==> config.mk <==
export PLATFORM = sky130hd
export DESIGN_NAME = rvl_mbox_cmd_engine
export DESIGN_NICKNAME = d
export VERILOG_FILES = /design/src/rtl/rvl_mbox_cmd_engine.sv
export SDC_FILE = /design/constraint.sdc
export NUM_CORES = 1
export LEC_CHECK = 0
export ABC_AREA = 1
export CAP_MARGIN = 20
export CORE_MARGIN = 8
export CORE_UTILIZATION = 65
export CTS_CLUSTER_SIZE = 14
export DETAILED_ROUTE_END_ITERATION = 6
export PLACE_DENSITY = 0.94
export SYNTH_ARGS = -nofsm -noshare
export SYNTH_HDL_FRONTEND = slang
export SYNTH_SLANG_ARGS = --single-unit
==> constraint.sdc <==
create_clock -name usr_clk -period 10.4 [get_ports usr_clk]
set_clock_uncertainty 0.1 [all_clocks]
set_input_delay 1.56 -clock usr_clk [delete_from_list [all_inputs] [get_ports usr_clk]]
set_output_delay 1.56 -clock usr_clk [all_outputs]
set_load 0.005 [all_outputs]
==> src/rtl/rvl_mbox_cmd_engine.sv <==
// rvl_mbox_cmd_engine
//   User-side command engine and sole master of port B of the shared RAM.
//   It polls the mailbox word at address 0. When GO is set, it reads the
//   SRC/LEN/DST arguments and range-checks them. It then runs FILL, CHECKSUM
//   or COPY over the RAM, and writes RESULT (addr 4) followed by the status
//   word (addr 0).
// Ports
//   usr_clk, usr_rst     : clock, synchronous active-high reset
//   enable               : polling allowed (only looked at while idle)
//   usr_ce/usr_we        : port B access strobe / write qualifier
//   usr_addr/usr_wdata   : port B word address / write data
//   usr_rdata            : port B read data, valid the cycle after the access
//   busy, done, err      : command in flight / status-write pulse / sticky error
module rvl_mbox_cmd_engine #(
    parameter int ADDR_WIDTH  = 16,
    parameter int DATA_WIDTH  = 32,
    parameter int POLL_CYCLES = 256
) (
    input  logic                  usr_clk,
    input  logic                  usr_rst,
    input  logic                  enable,
    output logic                  usr_ce,
    output logic                  usr_we,
    output logic [ADDR_WIDTH-1:0] usr_addr,
    output logic [DATA_WIDTH-1:0] usr_wdata,
    input  logic [DATA_WIDTH-1:0] usr_rdata,
    output logic                  busy,
    output logic                  done,
    output logic                  err
);
    typedef enum logic [2:0] {
        S_IDLE, S_POLL_RD, S_POLL_CHK, S_ARG_RD, S_CHECK, S_EXEC, S_WB_RES, S_WB_CMD
    } state_t;

    localparam int CNT_W = $clog2(POLL_CYCLES + 1);
    localparam int LW    = ADDR_WIDTH + 1;  // holds any legal LEN (up to 2**ADDR_WIDTH)
    localparam int SW    = ADDR_WIDTH + 2;  // start + length never wraps at this width
    localparam logic [SW-1:0]         DEPTH      = {2'b01, {ADDR_WIDTH{1'b0}}};
    localparam logic [DATA_WIDTH-1:0] MBOX_WORDS = DATA_WIDTH'(8);
    localparam logic [3:0] OP_FILL = 4'd1;
    localparam logic [3:0] OP_SUM  = 4'd2;
    localparam logic [3:0] OP_COPY = 4'd3;

    state_t                  state_q;
    logic [CNT_W-1:0]        poll_cnt_q;
    logic [1:0]              arg_idx_q;
    logic [3:0]              op_q;
    logic [DATA_WIDTH-1:0]   src_q, len_q, dst_q, acc_q;
    logic [LW-1:0]           idx_q;
    logic                    phase_q;
    logic                    ce_q, we_q, copy_wr_q, busy_q, done_q, err_q;
    logic [ADDR_WIDTH-1:0]   addr_q;
    logic [DATA_WIDTH-1:0]   wdata_q;

    // Derived values used by the FSM
    logic [LW-1:0]         len_lo, idx_d;
    logic [SW-1:0]         src_end, dst_end;
    logic                  src_bad, dst_bad, len_bad, op_bad, cmd_err, len_zero;
    logic [DATA_WIDTH-1:0] acc_d, cmd_word;

    assign len_lo   = len_q[ADDR_WIDTH:0];
    assign idx_d    = idx_q + LW'(1);
    assign acc_d    = acc_q + usr_rdata;
    assign src_end  = {2'b00, src_q[ADDR_WIDTH-1:0]} + {1'b0, len_lo};
    assign dst_end  = {2'b00, dst_q[ADDR_WIDTH-1:0]} + {1'b0, len_lo};
    assign src_bad  = (src_q[DATA_WIDTH-1:ADDR_WIDTH] != '0) || (src_q < MBOX_WORDS) ||
                      (src_end > DEPTH);
    assign dst_bad  = (dst_q[DATA_WIDTH-1:ADDR_WIDTH] != '0) || (dst_q < MBOX_WORDS) ||
                      (dst_end > DEPTH);
    assign len_bad  = (len_q[DATA_WIDTH-1:ADDR_WIDTH+1] != '0);
    assign op_bad   = (op_q != OP_FILL) && (op_q != OP_SUM) && (op_q != OP_COPY);
    assign cmd_err  = op_bad || src_bad || len_bad || ((op_q == OP_COPY) && dst_bad);
    assign len_zero = (len_q == '0);
    assign cmd_word = DATA_WIDTH'({1'b0, 1'b1, err_q, 25'd0, op_q});

    always_ff @(posedge usr_clk) begin
        if (usr_rst) begin
            state_q    <= S_IDLE;
            poll_cnt_q <= '0;
            arg_idx_q  <= '0;
            op_q       <= '0;
            src_q      <= '0;
            len_q      <= '0;
            dst_q      <= '0;
            acc_q      <= '0;
            idx_q      <= '0;
            phase_q    <= 1'b0;
            ce_q       <= 1'b0;
            we_q       <= 1'b0;
            addr_q     <= '0;
            wdata_q    <= '0;
            copy_wr_q  <= 1'b0;
            busy_q     <= 1'b0;
            done_q     <= 1'b0;
            err_q      <= 1'b0;
        end else begin
            // Port B is idle and quiet unless a branch below issues an access.
            ce_q      <= 1'b0;
            we_q      <= 1'b0;
            addr_q    <= '0;
            wdata_q   <= '0;
            copy_wr_q <= 1'b0;
            done_q    <= 1'b0;
            case (state_q)
                S_IDLE: begin
                    if (enable) begin
                        if (poll_cnt_q >= CNT_W'(POLL_CYCLES - 1)) begin
                            poll_cnt_q <= '0;
                            ce_q       <= 1'b1;
                            state_q    <= S_POLL_RD;
                        end else begin
                            poll_cnt_q <= poll_cnt_q + CNT_W'(1);
                        end
                    end
                end
                // The interval counter keeps running through the two poll
                // cycles so consecutive mailbox reads are POLL_CYCLES apart.
                S_POLL_RD: begin
                    poll_cnt_q <= poll_cnt_q + CNT_W'(1);
                    state_q    <= S_POLL_CHK;
                end
                S_POLL_CHK: begin
                    if (usr_rdata[31]) begin
                        busy_q    <= 1'b1;
                        err_q     <= 1'b0;
                        op_q      <= usr_rdata[3:0];
                        ce_q      <= 1'b1;
                        addr_q    <= ADDR_WIDTH'(1);
                        arg_idx_q <= '0;
                        state_q   <= S_ARG_RD;
                    end else begin
                        poll_cnt_q <= poll_cnt_q + CNT_W'(1);
                        state_q    <= S_IDLE;
                    end
                end
                // Pipelined argument fetch: cycle k presents addr k+1 and
                // receives the data of addr k.
                S_ARG_RD: begin
                    case (arg_idx_q)
                        2'd1:    src_q <= usr_rdata;
                        2'd2:    len_q <= usr_rdata;
                        2'd3:    dst_q <= usr_rdata;
                        default: ;
                    endcase
                    if (arg_idx_q <= 2'd1) begin
                        ce_q   <= 1'b1;
                        addr_q <= ADDR_WIDTH'({1'b0, arg_idx_q} + 3'd2);
                    end
                    if (arg_idx_q == 2'd3) begin
                        state_q <= S_CHECK;
                    end else begin
                        arg_idx_q <= arg_idx_q + 2'd1;
                    end
                end
                S_CHECK: begin
                    idx_q   <= '0;
                    phase_q <= 1'b0;
                    acc_q   <= '0;
                    if (cmd_err || len_zero) begin
                        err_q   <= cmd_err;
                        ce_q    <= 1'b1;
                        we_q    <= 1'b1;
                        addr_q  <= ADDR_WIDTH'(4);
                        state_q <= S_WB_RES;
                    end else begin
                        ce_q    <= 1'b1;
                        we_q    <= (op_q == OP_FILL);
                        addr_q  <= src_q[ADDR_WIDTH-1:0];
                        wdata_q <= (op_q == OP_FILL) ? dst_q : '0;
                        state_q <= S_EXEC;
                    end
                end
                S_EXEC: begin
                    case (op_q)
                        OP_FILL: begin
                            ce_q <= 1'b1;
                            we_q <= 1'b1;
                            if (idx_d < len_lo) begin
                                addr_q  <= src_q[ADDR_WIDTH-1:0] + idx_d[ADDR_WIDTH-1:0];
                                wdata_q <= dst_q;
                                idx_q   <= idx_d;
                            end else begin
                                addr_q  <= ADDR_WIDTH'(4);
                                wdata_q <= len_q;
                                state_q <= S_WB_RES;
                            end
                        end
                        // Cycle i presents read i and receives read i-1.
                        OP_SUM: begin
                            if (idx_q != '0) begin
                                acc_q <= acc_d;
                            end
                            if (idx_q == len_lo) begin
                                ce_q    <= 1'b1;
                                we_q    <= 1'b1;
                                addr_q  <= ADDR_WIDTH'(4);
                                wdata_q <= acc_d;
                                state_q <= S_WB_RES;
                            end else begin
                                if (idx_d < len_lo) begin
                                    ce_q   <= 1'b1;
                                    addr_q <= src_q[ADDR_WIDTH-1:0] + idx_d[ADDR_WIDTH-1:0];
                                end
                                idx_q <= idx_d;
                            end
                        end
                        default: begin  // COPY: read word, then write it
                            ce_q <= 1'b1;
                            if (!phase_q) begin
                                we_q      <= 1'b1;
                                addr_q    <= dst_q[ADDR_WIDTH-1:0] + idx_q[ADDR_WIDTH-1:0];
                                copy_wr_q <= 1'b1;
                                phase_q   <= 1'b1;
                            end else if (idx_d < len_lo) begin
                                addr_q  <= src_q[ADDR_WIDTH-1:0] + idx_d[ADDR_WIDTH-1:0];
                                idx_q   <= idx_d;
                                phase_q <= 1'b0;
                            end else begin
                                we_q    <= 1'b1;
                                addr_q  <= ADDR_WIDTH'(4);
                                wdata_q <= len_q;
                                state_q <= S_WB_RES;
                            end
                        end
                    endcase
                end
                S_WB_RES: begin
                    ce_q    <= 1'b1;
                    we_q    <= 1'b1;
                    addr_q  <= '0;
                    wdata_q <= cmd_word;
                    done_q  <= 1'b1;
                    state_q <= S_WB_CMD;
                end
                S_WB_CMD: begin
                    busy_q     <= 1'b0;
                    poll_cnt_q <= '0;
                    state_q    <= S_IDLE;
                end
                default: state_q <= S_IDLE;
            endcase
        end
    end

    assign usr_ce = ce_q;
    assign usr_we = we_q;
    assign usr_addr = addr_q;
    // A COPY write forwards the word read on the previous cycle straight from
    // the RAM output. This keeps the loop at 2 cycles per word.
    assign usr_wdata = copy_wr_q ? usr_rdata : wdata_q;
    assign busy = busy_q;
    assign done = done_q;
    assign err = err_q;
endmodule

==> impl_table.tex <==
\begin{tabular}{lr}
\hline
Metric & Value \\
\hline
\multicolumn{2}{l}{\textbf{Outcome}} \\
\quad Run status & finished clean \\
\multicolumn{2}{l}{\textbf{Setup path}} \\
\quad Worst path bufs/invs & 7 \\
\quad Stage delay of the slowest cell on the critical path & 630 ps \\
\quad Type of the worst setup path & reg -> reg \\
\quad Crit Path Max Fanout & 54 \\
\quad Most Frequent Cell on Critical Path & inv\_1 \\
\quad Cell family with most CP delay & simple AND/OR/NAND/NOR gates \\
\quad Arrival @ worst endpoint & 5520 ps \\
\quad Kind of start point of the critical path & flip-flop \\
\quad Worst EP required & 10700 ps \\
\quad Endpoint class of the critical path & flip-flop \\
\quad CP max-delay cell & inv\_1 \\
\multicolumn{2}{l}{\textbf{CTS}} \\
\quad Cts bufs inserted & 24 \\
\quad Total clock sinks & 218 \\
\quad Number of buffers inserted by post-CTS setup repair & 0 \\
\quad TritonCTS clock tree & built \\
\quad Longest Clk Path Bufs & 3 \\
\quad Insertion delay of the later-clocked pin in the worst-skew pair & 540 ps \\
\quad Number of gates given a new drive strength after cts & 0 \\
\quad Clock input transition at the sequential cells of the worst setup and hold paths & 70 ps \\
\quad Count of hold buffers inserted by post-cts repair & 0 \\
\quad Maximum level of the CTS H-tree & 1 \\
\quad CTS root buffer & clkbuf\_16 \\
\multicolumn{2}{l}{\textbf{Route}} \\
\quad Overall via count from detail\_route & 18400 \\
\quad Drt first-iter violations & 2928 \\
\quad Final antenna-violating net count & 0 \\
\quad Routed wire length per instance & 21.8 um \\
\quad DRT Wirelength & 61200 um \\
\quad Number of design rule violations left after detail routing & 0 \\
\quad Pre-antenna DRT Iters & 7 \\
\quad Post-DR vias/cell & 6.55 \\
\multicolumn{2}{l}{\textbf{Pwr}} \\
\quad Leakage dissipation & 7.62 nW \\
\quad Maximum vdd ir drop & 0.142 mV \\
\quad Power density over cell area & 102 nW/um2 \\
\multicolumn{2}{l}{\textbf{Placed design}} \\
\quad Dpl hpwl & 44400 um \\
\quad Number of port buffers & 87 \\
\quad Post-placement setup slack & 5440 ps \\
\quad Last weighted congestion value of the routability-driven placer & 1.11 \\
\multicolumn{2}{l}{\textbf{STA}} \\
\quad Crit share post-route & 50.3\% \\
\quad Smallest setup slack after layout & 5170 ps \\
\quad Final setup vio count & 0 \\
\quad Number of max-slew violations in the final report & 0 \\
\quad Maximum clock frequency & 191 MHz \\
\quad Unrepaired setup endpoints after global routing & false \\
\quad Final critical delay including setup and external delays & 5230 ps \\
\quad Final total negative setup slack & 0 ps \\
\quad Slew at the pin closest to its max-slew limit & 1070 ps \\
\quad Relative slew slack & 28.4\% \\
\quad Final hold vios & 0 \\
\multicolumn{2}{l}{\textbf{Global route}} \\
\quad Remaining Overflow, GRT & 0 \\
\quad Initial antenna violation count & 0 \\
\quad First-pass GRT wire length & 94000 um \\
\quad Total GRT Usage & 38.6\% \\
\quad Vias in the first global route & 17300 \\
\quad Maximum number of pins on one net before global-route repair & 90 \\
\multicolumn{2}{l}{\textbf{Yosys}} \\
\quad Dominant register cell in the synthesized netlist & dfxtp\_1 \\
\quad Netlist area before placement & 16000 um2 \\
\quad Number of warnings printed during yosys synthesis & 0 \\
\quad Number of flops mapped to enable cells by yosys & 0 \\
\quad Synthesized flop and latch total & 218 \\
\quad Mean Syn Cell Area & 6.58 um2 \\
\quad Library cells used by synthesis & 53 \\
\quad Syn Inst Count & 2440 \\
\quad Number of nets produced by synthesis & 2598 \\
\quad Proportion of register bits with asynchronous set or reset after synthesis & 0\% \\
\quad Portion of the post-synthesis area used by sequential elements & 27.2\% \\
\multicolumn{2}{l}{\textbf{Floorplanning}} \\
\quad Die Y & 173 um \\
\quad Die W & 173 um \\
\quad Core outline area & 24200 um2 \\
\quad Number of standard-cell rows in the floorplan & 57 \\
\quad Number of primary I/O pins & 88 \\
\quad Initial core utilization & 66.2\% \\
\quad Die outline area & 30000 um2 \\
\multicolumn{2}{l}{\textbf{Finish}} \\
\quad Number of filler cells placed in the layout & 2031 \\
\quad Final nets & 2631 \\
\quad Area occupied by multi-input gates & 10300 um2 \\
\quad Fraction of final layout cells with drive strength greater than 1 & 5.63\% \\
\quad Area delta synth->final & 11.1\% \\
\quad Flip-flop and latch area & 4370 um2 \\
\quad ANT cells & 0 \\
\multicolumn{2}{l}{\textbf{Run}} \\
\quad Number of maximum-capacitance violations & 0 \\
\multicolumn{2}{l}{\textbf{Hold path}} \\
\quad Worst hold path class & reg -> reg \\
\hline
\end{tabular}
-- per-stage QoR --
| stage | hold WS, ps | util [%] | power [mW] | area (um2) | instances |
|---|---|---|---|---|---|
| after detailed placement | 353 | 70.3 | 0.956 | 17000 | 2771 |
| final | 365 | 73.5 | 1.82 | 17800 | 2812 |
| after global routing | 380 | 73.5 | 1.84 | 17800 | 2812 |
| after floorplan | 329 | - | 0.914 | 16000 | 2440 |
| after CTS | 363 | 73.5 | 1.80 | 17800 | 2812 |
| after global placement | 343 | 70.3 | 0.953 | 17000 | 2771 |
-- layout make-up --
| cell class | instances | area share, % |
|---|---|---|
| timing repair buffer | 104 | 5.59 |
| inverter | 267 | 5.63 |
| tap | 324 | 2.27 |
| sequential | 218 | 24.5 |
| multi-input combinational | 1858 | 57.6 |
| clock buffer | 32 | 3.94 |
| clock inverter | 9 | 0.484 |
-- power breakdown --
group          internal [mW]  switching [mW]  total (mW)  leakage [nW]
Sequential             0.838         0.00332       0.841          1.76
Clock                  0.499           0.376       0.875         0.385
Combinational         0.0318          0.0696       0.101          5.48
-- cell usage in the layout, fill, tap and decap left out, types with 6 or more instances in the layout --
| master | Yosys | routed |
|---|---|---|
| o21ai_0 | 145 | 145 |
| nor2_2 | 7 | 10 |
| xnor2_1 | 17 | 17 |
| xor2_1 | 48 | 48 |
| clkdlybuf4s50_1 | 0 | 86 |
| nand2_2 | 7 | 7 |
| or2_2 | 10 | 10 |
| o21bai_1 | 6 | 6 |
| nor2_1 | 165 | 162 |
| o211ai_1 | 16 | 16 |
| dfxtp_1 | 218 | 217 |
| a21o_1 | 9 | 9 |
| inv_1 | 253 | 253 |
| ha_1 | 118 | 118 |
| nand3_1 | 201 | 200 |
| nor4_1 | 26 | 26 |
| o221ai_1 | 7 | 7 |
| mux2_2 | 31 | 31 |
| a211oi_1 | 25 | 25 |
| a21oi_1 | 335 | 335 |
| o22ai_1 | 8 | 8 |
| buf_4 | 3 | 18 |
| nor3_1 | 32 | 32 |
| nand4_1 | 34 | 34 |
| nand2_1 | 549 | 549 |
| inv_2 | 10 | 10 |
| nand3b_1 | 9 | 9 |
| a31oi_1 | 7 | 7 |
| clkbuf_16 | 0 | 25 |
-- kinds of logic after synthesis --
logic type / Yosys count / synth area share [%]
buffers and inverters: 364 / 8.86
adders and majority gates: 123 / 9.83
DFF: 218 / 27.2
muxes: 31 / 2.18
xor gates and xnor gates: 66 / 3.65
AOI/OAI and AO/OA: 588 / 20.0
and+or+nand+nor: 1050 / 28.3
-- state kept, by name (all words and copies together), names as in the netlist --
| name | cells |
|---|---|
| acc_q | 32 |
| dst_q | 32 |
| len_q | 32 |
| src_q | 32 |
| wdata_q | 32 |
| idx_q | 17 |
| usr_addr | 16 |
| poll_cnt_q | 9 |
| op_q | 4 |
| state_q | 3 |
| arg_idx_q | 2 |
| busy | 1 |
| copy_wr_q | 1 |
| done | 1 |
| err | 1 |
| phase_q | 1 |
| usr_ce | 1 |
| usr_we | 1 |
-- final timing paths --
check	from	to	slack, ps	cells after the start
max	idx_q[1]	usr_addr[3]	5170	28
min	src_q[18]	src_q[18]	360	2
max reg2reg	idx_q[1]	usr_addr[3]	5170	28
min reg2reg	src_q[18]	src_q[18]	360	2
-- worst reg2reg max path, delay by kind of cell, from the launching register on --
family | cells | cell delay [ps]
simple gates | 14 | 1820
buf+inv | 7 | 1570
xor+xnor | 1 | 170
fa+ha+maj | 2 | 540
compound gates | 4 | 440
flops | 1 | 460
-- cells in the mapped netlist, types with 10 or more instances --
cell        n  area, um2
nand2_1   549       2060
a21oi_1   335       1680
inv_1     253        950
dfxtp_1   218       4360
nand3_1   201       1010
nor2_1    165        619
o21ai_0   145        726
ha_1      118       1480
clkbuf_1   69        259
xor2_1     48        420
nand4_1    34        213
nor3_1     32        160
mux2_2     31        349
nor4_1     26        163
a211oi_1   25        188
xnor2_1    17        149
o211ai_1   16        120
buf_1      11       41.3
buf_2      10       50.1
inv_2      10       37.5
or2_2      10       62.6
-- metal layers --
metal / global-route usage, % / up-vias / routed length, um / share of wire (%)
li1: - / 8315 / - / -
met1: 47.8 / 8304 / 22300 / 36
met2: 59.1 / 1454 / 25700 / 42
met3: 10.9 / 334 / 8970 / 15
met4: 23.2 / 0 / 4300 / 7.0
met5: 0 / - / 0 / 0
(Power assumes the default switching activity.)
